## src/rtl/keypad_pkg.sv

```systemverilog
// Shared definitions for the 4x3 keypad scanner: matrix geometry, special key
// codes, debounce FSM states and the frame-bit to key-code map.
package keypad_pkg;

    localparam int N_ROWS = 4;
    localparam int N_COLS = 3;
    localparam int N_KEYS = N_ROWS * N_COLS;

    localparam logic [3:0] KEY_STAR = 4'd10;
    localparam logic [3:0] KEY_HASH = 4'd11;

    typedef enum logic [1:0] {
        IDLE    = 2'd0,
        PRESSED = 2'd1,
        MULTI   = 2'd2
    } state_t;

    // Frame bit index is row*3+col; rows read 1 2 3 / 4 5 6 / 7 8 9 / * 0 #.
    function automatic logic [3:0] key_code_of(input logic [3:0] idx);
        logic [3:0] code;
        code = 4'd0;
        if (idx <= 4'd8) begin
            code = idx + 4'd1;
        end else if (idx == 4'd9) begin
            code = KEY_STAR;
        end else if (idx == 4'd10) begin
            code = 4'd0;
        end else if (idx == 4'd11) begin
            code = KEY_HASH;
        end
        return code;
    endfunction

endpackage

```

## src/rtl/keypad_debounce.sv

```systemverilog
// Frame-level debounce and key-state FSM: compares successive matrix frames,
// commits a frame once it has been stable long enough, and publishes key levels.
module keypad_debounce
    import keypad_pkg::*;
#(
    parameter int DEBOUNCE_FRAMES = 8
) (
    input  logic              clk,
    input  logic              rst,
    input  logic              frame_valid,
    input  logic [N_KEYS-1:0] frame,
    output logic [N_KEYS-1:0] keypad,
    output logic [3:0]        key_code,
    output logic              key_valid,
    output state_t            state
);

    localparam int CNT_W = $clog2(DEBOUNCE_FRAMES + 1);
    localparam logic [CNT_W-1:0] CNT_MAX    = CNT_W'(DEBOUNCE_FRAMES);
    localparam logic [CNT_W-1:0] CNT_COMMIT = CNT_W'(DEBOUNCE_FRAMES - 1);

    logic [N_KEYS-1:0] prev_frame;
    logic [N_KEYS-1:0] committed;
    logic [CNT_W-1:0]  stable_cnt;

    logic [CNT_W-1:0]  stable_next;
    logic              commit;
    logic [3:0]        pop;
    logic [3:0]        key_idx;
    logic [3:0]        code;

    state_t            state_next;
    logic [N_KEYS-1:0] keypad_next;
    logic [3:0]        key_code_next;
    logic              key_valid_next;
    logic [N_KEYS-1:0] committed_next;

    always_comb begin
        stable_next = '0;
        if (frame == prev_frame) begin
            stable_next = (stable_cnt == CNT_MAX) ? stable_cnt : stable_cnt + 1'b1;
        end
        commit = frame_valid && (stable_next >= CNT_COMMIT) && (frame != committed);
    end

    // A committed single-key frame has exactly one bit set, so the last set bit is the key.
    always_comb begin
        pop     = 4'd0;
        key_idx = 4'd0;
        for (int i = 0; i < N_KEYS; i++) begin
            pop = pop + 4'(frame[i]);
            if (frame[i]) begin
                key_idx = 4'(i);
            end
        end
        code = key_code_of(key_idx);
    end

    always_comb begin
        state_next     = state;
        keypad_next    = keypad;
        key_code_next  = key_code;
        key_valid_next = 1'b0;
        committed_next = committed;
        if (commit) begin
            committed_next = frame;
            if (pop == 4'd0) begin
                state_next  = IDLE;
                keypad_next = '0;
            end else if (pop == 4'd1) begin
                state_next     = PRESSED;
                keypad_next    = N_KEYS'(1) << code;
                key_code_next  = code;
                key_valid_next = (state == IDLE);
            end else begin
                state_next  = MULTI;
                keypad_next = '0;
            end
        end
    end

    always_ff @(posedge clk) begin
        if (rst) begin
            prev_frame <= '0;
            committed  <= '0;
            stable_cnt <= '0;
            state      <= IDLE;
            keypad     <= '0;
            key_code   <= 4'd0;
            key_valid  <= 1'b0;
        end else begin
            if (frame_valid) begin
                prev_frame <= frame;
                stable_cnt <= stable_next;
            end
            committed <= committed_next;
            state     <= state_next;
            keypad    <= keypad_next;
            key_code  <= key_code_next;
            key_valid <= key_valid_next;
        end
    end

endmodule

```

## src/rtl/keypad_scanner.sv

```systemverilog
// 4x3 matrix keypad scanner: drives rows in turn, synchronises the columns,
// assembles whole-matrix frames and hands them to the debounce/FSM stage.
module keypad_scanner
    import keypad_pkg::*;
#(
    parameter int SCAN_DIV        = 1000,
    parameter int DEBOUNCE_FRAMES = 8
) (
    input  logic              clk,
    input  logic              rst,
    input  logic [N_COLS-1:0] col_in,
    output logic [N_ROWS-1:0] row_out,
    output logic [N_KEYS-1:0] keypad,
    output logic [3:0]        key_code,
    output logic              key_valid,
    output logic              multi_key
);

    localparam int DIV_W = (SCAN_DIV > 1) ? $clog2(SCAN_DIV) : 1;
    localparam logic [DIV_W-1:0] DIV_LAST = DIV_W'(SCAN_DIV - 1);

    logic [N_COLS-1:0] col_meta;
    logic [N_COLS-1:0] col_sync;
    logic [DIV_W-1:0]  div_cnt;
    logic [1:0]        row_idx;
    logic [3:0]        row_base;
    logic [N_KEYS-1:0] raw_frame;
    logic [N_KEYS-1:0] frame;
    logic              frame_valid;
    logic              sample;
    state_t            fsm_state;

    assign sample   = (div_cnt == DIV_LAST);
    assign row_base = {1'b0, row_idx, 1'b0} + {2'b00, row_idx};
    assign row_out  = ~(N_ROWS'(1) << row_idx);

    // Sampling at the end of each row slot gives the row drive time to settle through the synchroniser.
    always_ff @(posedge clk) begin
        if (rst) begin
            col_meta    <= '1;
            col_sync    <= '1;
            div_cnt     <= '0;
            row_idx     <= 2'd0;
            raw_frame   <= '0;
            frame       <= '0;
            frame_valid <= 1'b0;
        end else begin
            col_meta    <= col_in;
            col_sync    <= col_meta;
            frame_valid <= 1'b0;
            if (sample) begin
                div_cnt                        <= '0;
                row_idx                        <= row_idx + 2'd1;
                raw_frame[row_base +: N_COLS]  <= ~col_sync;
                if (row_idx == 2'd3) begin
                    frame       <= {~col_sync, raw_frame[N_KEYS-N_COLS-1:0]};
                    frame_valid <= 1'b1;
                end
            end else begin
                div_cnt <= div_cnt + 1'b1;
            end
        end
    end

    keypad_debounce #(
        .DEBOUNCE_FRAMES(DEBOUNCE_FRAMES)
    ) u_debounce (
        .clk        (clk),
        .rst        (rst),
        .frame_valid(frame_valid),
        .frame      (frame),
        .keypad     (keypad),
        .key_code   (key_code),
        .key_valid  (key_valid),
        .state      (fsm_state)
    );

    assign multi_key = (fsm_state == MULTI);

endmodule

```

## config.mk

```make
export PLATFORM = sky130hd
export DESIGN_NAME = keypad_scanner
export DESIGN_NICKNAME = d
export VERILOG_FILES = /design/src/rtl/keypad_pkg.sv /design/src/rtl/keypad_debounce.sv /design/src/rtl/keypad_scanner.sv
export SDC_FILE = /design/constraint.sdc
export NUM_CORES = 1
export LEC_CHECK = 0
export CAP_MARGIN = 30
export CORE_ASPECT_RATIO = 1.5
export CORE_MARGIN = 5
export CORE_UTILIZATION = 30
export CTS_CLUSTER_DIAMETER = 120
export DETAILED_ROUTE_END_ITERATION = 6
export PLACE_DENSITY = 0.5
export RECOVER_POWER = 25
export SLEW_MARGIN = 25
export SYNTH_ARGS = -nofsm -noshare
export SYNTH_HDL_FRONTEND = slang
export SYNTH_HIERARCHICAL = 1
export SYNTH_SLANG_ARGS = --single-unit
```

## constraint.sdc

```tcl
create_clock -name clk -period 5.23 [get_ports clk]
set_input_delay 0.523 -clock clk [delete_from_list [all_inputs] [get_ports clk]]
set_output_delay 0.523 -clock clk [all_outputs]
set_load 0.02 [all_outputs]
```

==> results.yml, run 1 <==
clock_network:
  htreeDepth: 3
  post_cts_resized: 0
  cts_root_buf: "clkbuf_16"
  clock_path_buffers: 2
  insertion_delay_ps: 340
  holdBufCountCts: 0
  cts_sinks: 87
  post_cts_buffers: 0
  numCtsBuffers: 9
  cts_tree: "yes"
  clk_pin_slew_ps: 70
synth:
  yosysTopAreaCell: "dfxtp_1"
  syn-mean-instance-area_um2: 9.49
  synthCells: 475
  yosysTopAreaCellShare: 0.386
  netlist-cell-type-count: 63
  async_flop_share: 0
  synth_nets: 504
  ys_seq_area_frac: 0.386
  synth_warnings: 6
  ys_seq_elements: 87
  yosys-top-cells-area: "dfxtp_1 39%, mux2i_1 9.8%, ha_1 4.7%"
  synthFlopType: "dfxtp_1"
  synth_area_mm2: 0.00451
  synth_edf_count: 0
setup_path:
  required_ps: 5510
  arrival_ps: 5050
  cp-end-kind: "flip-flop"
  crit_chain: "fa_1 > fa_1 > inv_1 > fa_1 > fa_1 > inv_1 > ha_1 > fa_1 > nor2_1 > a21oi_1 > nor4b_1 > nand4_2 > or4_4 > o21ai_1"
  path_delay_family: "adder cells"
  crit_path_start_kind: "flip-flop"
  critical_path_class: "flip-flop to flip-flop"
  critPathMaxStageDelay_ps: 580
  critPathMaxFanout: 10
  cpMaxStageDelayCell: "dfxtp_1"
  reg2reg_depth: 14
  cp_num_buf_inv: 2
  cpMostUsedCell: "fa_1"
  cp.depth: 14
sta:
  hold_viol_final: 0
  drv_slew: 56
  setup_viol: 0
  finalCritPeriodShare: 0.912
  min_period_ps: 4770
  max_freq_ghz: 0.210
  finalSetupTns_ps: 0
  hold_slack_ps: 414
  slew_headroom: -0.380
  finClkSkew_ps: 11.0
  rsz0062_at_grt: "no"
  worst_pin_slew_ps: 2070
detailed_routing:
  antenna_left: 0
  first_pass_iters: 5
  drc: 0
  viasPerCell: 4.78
  wire_per_inst_um: 14.0
  wl_um: 9670
  vias: 3310
  drtIter0Drc: 113
global_routing:
  grt_overflow: 0
  track_usage: 0.116
  globalRouteMet3Util: 0.0275
  met1_usage: 0.125
  grt-busiest-layer: "met2"
  grt_pass1_vias: 3363
  antenna_found_initial: 0
  met2_usage: 0.208
  grt_pass1_wl_um: 16200
  grt_max_degree: 56
worst_hold_path:
  hp-class: "flip-flop to flip-flop"
  whs_path_depth: 1
die:
  die_area_mm2: 0.0176
  initial_core_util: 0.302
  pin_count: 27
  core_area_mm2: 0.0149
  chipWidth_um: 110
  rows: 55
  dieHeight_um: 160
place:
  io_buffers: 26
  routabilityCongestion: 0.774
  hpwlAfterDp_um: 7150
cells_and_area:
  multi_input_area_mm2: 0.00251
  regArea_mm2: 0.00174
  drive_above_1_share: 0.0992
  fillers: 1561
  final_nets: 518
  area_growth_pct: 15.3
  n_antenna_cell: 0
flow_run:
  max-cap-violations: 1
power:
  irDropWorstVdd_mv: 0.139
  power_density_mw_per_mm2: 261
  p_leak_nw: 2.10
run_status:
  violations: "max-capacitance violations, max-slew violations"
  status: "finished with violations"
[per-layer routing]
layer | vias up | share of wire | routed length, um
met5 | - | 0 | 0
met1 | 1582 | 0.41 | 3930
met3 | 19 | 0.031 | 296
met4 | 0 | 0.029 | 283
li1 | 1659 | - | -
met2 | 50 | 0.53 | 5160
[cell usage in the layout, fill, tap and decap left out, types with 4 or more instances in the layout]
cell type and count:
fa_1 7, nand3_1 12, o21ai_0 7, or2_2 9, clkbuf_16 9, nand2_1 24, clkdlybuf4s50_1 25, dfxtp_1 87
xnor2_1 13, nor2b_1 11, mux2i_1 44, xor2_1 16, o21ai_1 8, nor2_1 44, nor3_1 5, a21oi_1 11
inv_1 30, nand4_1 7, nand2b_1 22, ha_1 17, o31ai_1 9, nand4b_1 4, nor4_1 5
[state kept, by name, summed over array words and instances, names as in the netlist]
name                   cells
raw_frame                  9
u_debounce/key_valid       1
div_cnt                   10
u_debounce/state           2
u_debounce/prev_frame     12
u_debounce/keypad         12
col_sync                   3
frame                     12
u_debounce/key_code        4
u_debounce/committed      12
row_idx                    2
frame_valid                1
u_debounce/stable_cnt      4
col_meta                   3
[worst paths after layout]
| path | start | to | slack [ps] |
|---|---|---|---|
| hold / removal | col_meta[2] | col_sync[2] | 410 |
| setup / recovery | frame[9] | u_debounce/keypad[6] | 460 |
| setup reg to reg | frame[9] | u_debounce/keypad[6] | 460 |
| hold reg to reg | col_meta[2] | col_sync[2] | 410 |
[kinds of logic (layout without fill, tap and decap cells)]
group,count (synthesis),count (layout),share of synthesized area
simple gates,173,173,0.228
mux,46,46,0.103
xor+xnor,30,30,0.0600
fa+ha+maj,24,24,0.0783
buf+inv,57,76,0.0594
compound gates,58,58,0.0858
flops,87,87,0.386
[area by class of cell]
type,instances,area share
Inverter,30,0.0217
Multi-Input combinational cell,331,0.482
Tap cell,199,0.0479
Timing Repair Buffer,30,0.0539
Sequential cell,87,0.335
Clock inverter,5,0.0128
Clock buffer,11,0.0467
[per-stage QoR]
step | setup slack, ps | power [mW] | utilization | cell area (um^2) | cells
global route | 230 | 1.41 | 0.348 | 5200 | 693
CTS | 501 | 1.38 | 0.348 | 5200 | 693
global placement | 701 | 0.714 | 0.327 | 4890 | 677
floorplan | 849 | 0.706 | - | 4510 | 475
detailed placement | 527 | 0.714 | 0.327 | 4890 | 677
finish | 458 | 1.36 | 0.348 | 5200 | 693
[worst register-to-register path, delay by kind of cell (launching register included)]
family / cells / cell delay (ps)
flops: 1 / 580
compound gates: 2 / 210
simple gates: 4 / 1300
fa+ha+maj: 6 / 2520
buf+inv: 2 / 90
[synthesized netlist by cell type (all sizes together), types with 2 or more instances]
| master | instances |
|---|---|
| a41o | 3 |
| fa | 7 |
| o21ai | 15 |
| and2 | 2 |
| a41oi | 4 |
| o31ai | 9 |
| nand3 | 13 |
| nor4 | 8 |
| nand4b | 4 |
| mux2i | 44 |
| mux2 | 2 |
| nor2 | 44 |
| xor2 | 16 |
| a31oi | 3 |
| nor3b | 2 |
| inv | 30 |
| or2 | 10 |
| ha | 17 |
| nand4 | 11 |
| nand2 | 24 |
| or3 | 4 |
| nand2b | 22 |
| a211oi | 3 |
| nor2b | 11 |
| dfxtp | 87 |
| nor3 | 7 |
| buf | 16 |
| xnor2 | 14 |
| a21oi | 12 |
| clkbuf | 11 |
| or4 | 5 |
[power breakdown]
group	internal, mW	switching (mW)	total, mW
Clock	0.388	0.269	0.657
Sequential	0.667	0.00408	0.671
Combinational	0.0109	0.0161	0.0269
Power figures use the tool's default switching activity.
==> inputs of run 2 (changes only) <==
Settings changed: CTS_BUF_LIST from default to sky130_fd_sc_hd__clkbuf_2 sky130_fd_sc_hd__clkbuf_4 sky130_fd_sc_hd__clkbuf_8.
==> run 2 against run 1 <==
Effect of this change: the flow still finishes with violations (max-capacitance violations, max-slew violations); sequential share of layout area increased by 0.64 points; final area is 1.9% lower; count of clock-buffer cells in the layout stayed put; wire length is 1.7% lower; sequential cell count stayed put; die area is the same; maximum frequency up 0.29%.
==> results.yml, run 2 (same netlist as run 1, synthesis figures left out) <==
run_status:
  status: "finished with violations"
  violations: "max-capacitance violations, max-slew violations"
detailed_routing:
  first_pass_iters: 4
  wire_per_inst_um: 13.7
  antenna_left: 0
  viasPerCell: 4.75
  wl_um: 9510
  drtIter0Drc: 113
  drc: 0
  vias: 3291
power:
  irDropWorstVdd_mv: 0.132
  power_density_mw_per_mm2: 233
  p_leak_nw: 2.05
  total_power_mw: 1.19
clock_network:
  clock_path_buffers: 2
  insertion_delay_ps: 360
  numCtsBuffers: 9
  cts_root_buf: "clkbuf_8"
  holdBufCountCts: 0
  post_cts_resized: 0
  cts_tree: "yes"
  clk_pin_slew_ps: 90
  cts_sinks: 87
  htreeDepth: 3
  post_cts_buffers: 0
setup_path:
  r2r_slack_ps: 470
  required_ps: 5530
  r2r_end: "u_debounce/keypad[6]"
  arrival_ps: 5050
  cp-end-kind: "flip-flop"
  reg2reg_depth: 14
  critPathMaxFanout: 10
  critical_path_class: "flip-flop to flip-flop"
  crit_path_start_kind: "flip-flop"
  timing.rr.start: "frame[9]"
worst_hold_path:
  hp-class: "flip-flop to flip-flop"
  min_from: "col_meta[1]"
  hold_end: "col_sync[1]"
  whs_path_depth: 1
place:
  io_buffers: 26
  post-place-ws_ps: 527
  routabilityCongestion: 0.774
  hpwlAfterDp_um: 7150
  place_inst: 677
global_routing:
  grt_pass1_wl_um: 16000
  grt_max_degree: 56
  grt_overflow: 0
  grt_pass1_vias: 3347
  antenna_found_initial: 0
  track_usage: 0.115
die:
  chipWidth_um: 110
  initial_core_util: 0.302
  dieHeight_um: 160
  core_area_mm2: 0.0149
  rows: 55
  die_area_mm2: 0.0176
  pin_count: 27
flow_run:
  max-cap-violations: 1
cells_and_area:
  multi_input_area_mm2: 0.00251
  regArea_mm2: 0.00174
  n_antenna_cell: 0
  area_growth_pct: 13.2
  layout_common_cells: "87 x dfxtp_1, 44 x mux2i_1, 44 x nor2_1"
  layout.cells.non_filler: 693
  fillers: 1569
  drive_above_1_share: 0.101
  final_nets: 518
  final_common_cell: "dfxtp_1"
sta:
  final.setup.worst_slack_ps: 472
  hold_slack_ps: 420
  max_freq_ghz: 0.210
  hold_viol_final: 0
  finClkSkew_ps: 11.5
  worst_pin_slew_ps: 2060
  min_period_ps: 4760
  finalSetupTns_ps: 0
  finalCritPeriodShare: 0.910
  setup_viol: 0
  rsz0062_at_grt: "no"
  slew_headroom: -0.376
  drv_slew: 56
## run 2: cell counts in the layout (fill, tap and decap cells not counted)
No cell type changed its count.
## run 2: worst max path at each step
stage               slack [ps]  startpoint                   end
floorplan                  850    frame[3]  u_debounce/keypad[0]
global route               220    frame[9]  u_debounce/keypad[6]
finish                     470    frame[9]  u_debounce/keypad[6]
CTS                        500    frame[9]  u_debounce/keypad[6]
global placement           700    frame[9]  u_debounce/keypad[0]
detailed placement         530    frame[9]  u_debounce/keypad[6]
## run 2: report_power, final
group	internal [mW]	switching, mW
Combinational	0.0109	0.0161
Clock	0.244	0.246
Sequential	0.666	0.00410
Total	0.921	0.266
## run 2: layout make-up
cell class	count	share of cell area
clock buffer	11	0.0285
clock inverter	5	0.0130
inverter	30	0.0221
multi-input combinational	331	0.491
sequential	87	0.341
tap	199	0.0488
timing repair buffer	30	0.0549
## run 2: through the flow
step                cell area (um^2)   util
floorplan                       4510      -
global placement                4890  0.327
detailed placement              4890  0.327
CTS                             5100  0.341
global route                    5100  0.342
finish                          5100  0.342
## run 2: worst max-delay path: stages (launching register included)
cell     delay (ps)
dfxtp_1         580
fa_1            500
fa_1            490
inv_1            50
fa_1            450
fa_1            490
inv_1            40
ha_1            200
fa_1            380
nor2_1           90
a21oi_1          60
nor4b_1         510
nand4_2         220
or4_4           480
o21ai_1         150
## run 2: routing by layer
layer,vias up,share of wire,global-route usage
met5,-,0,0
met4,0,0.033,0.0532
met3,21,0.034,0.0275
met2,55,0.52,0.204
met1,1554,0.41,0.125
li1,1661,-,-
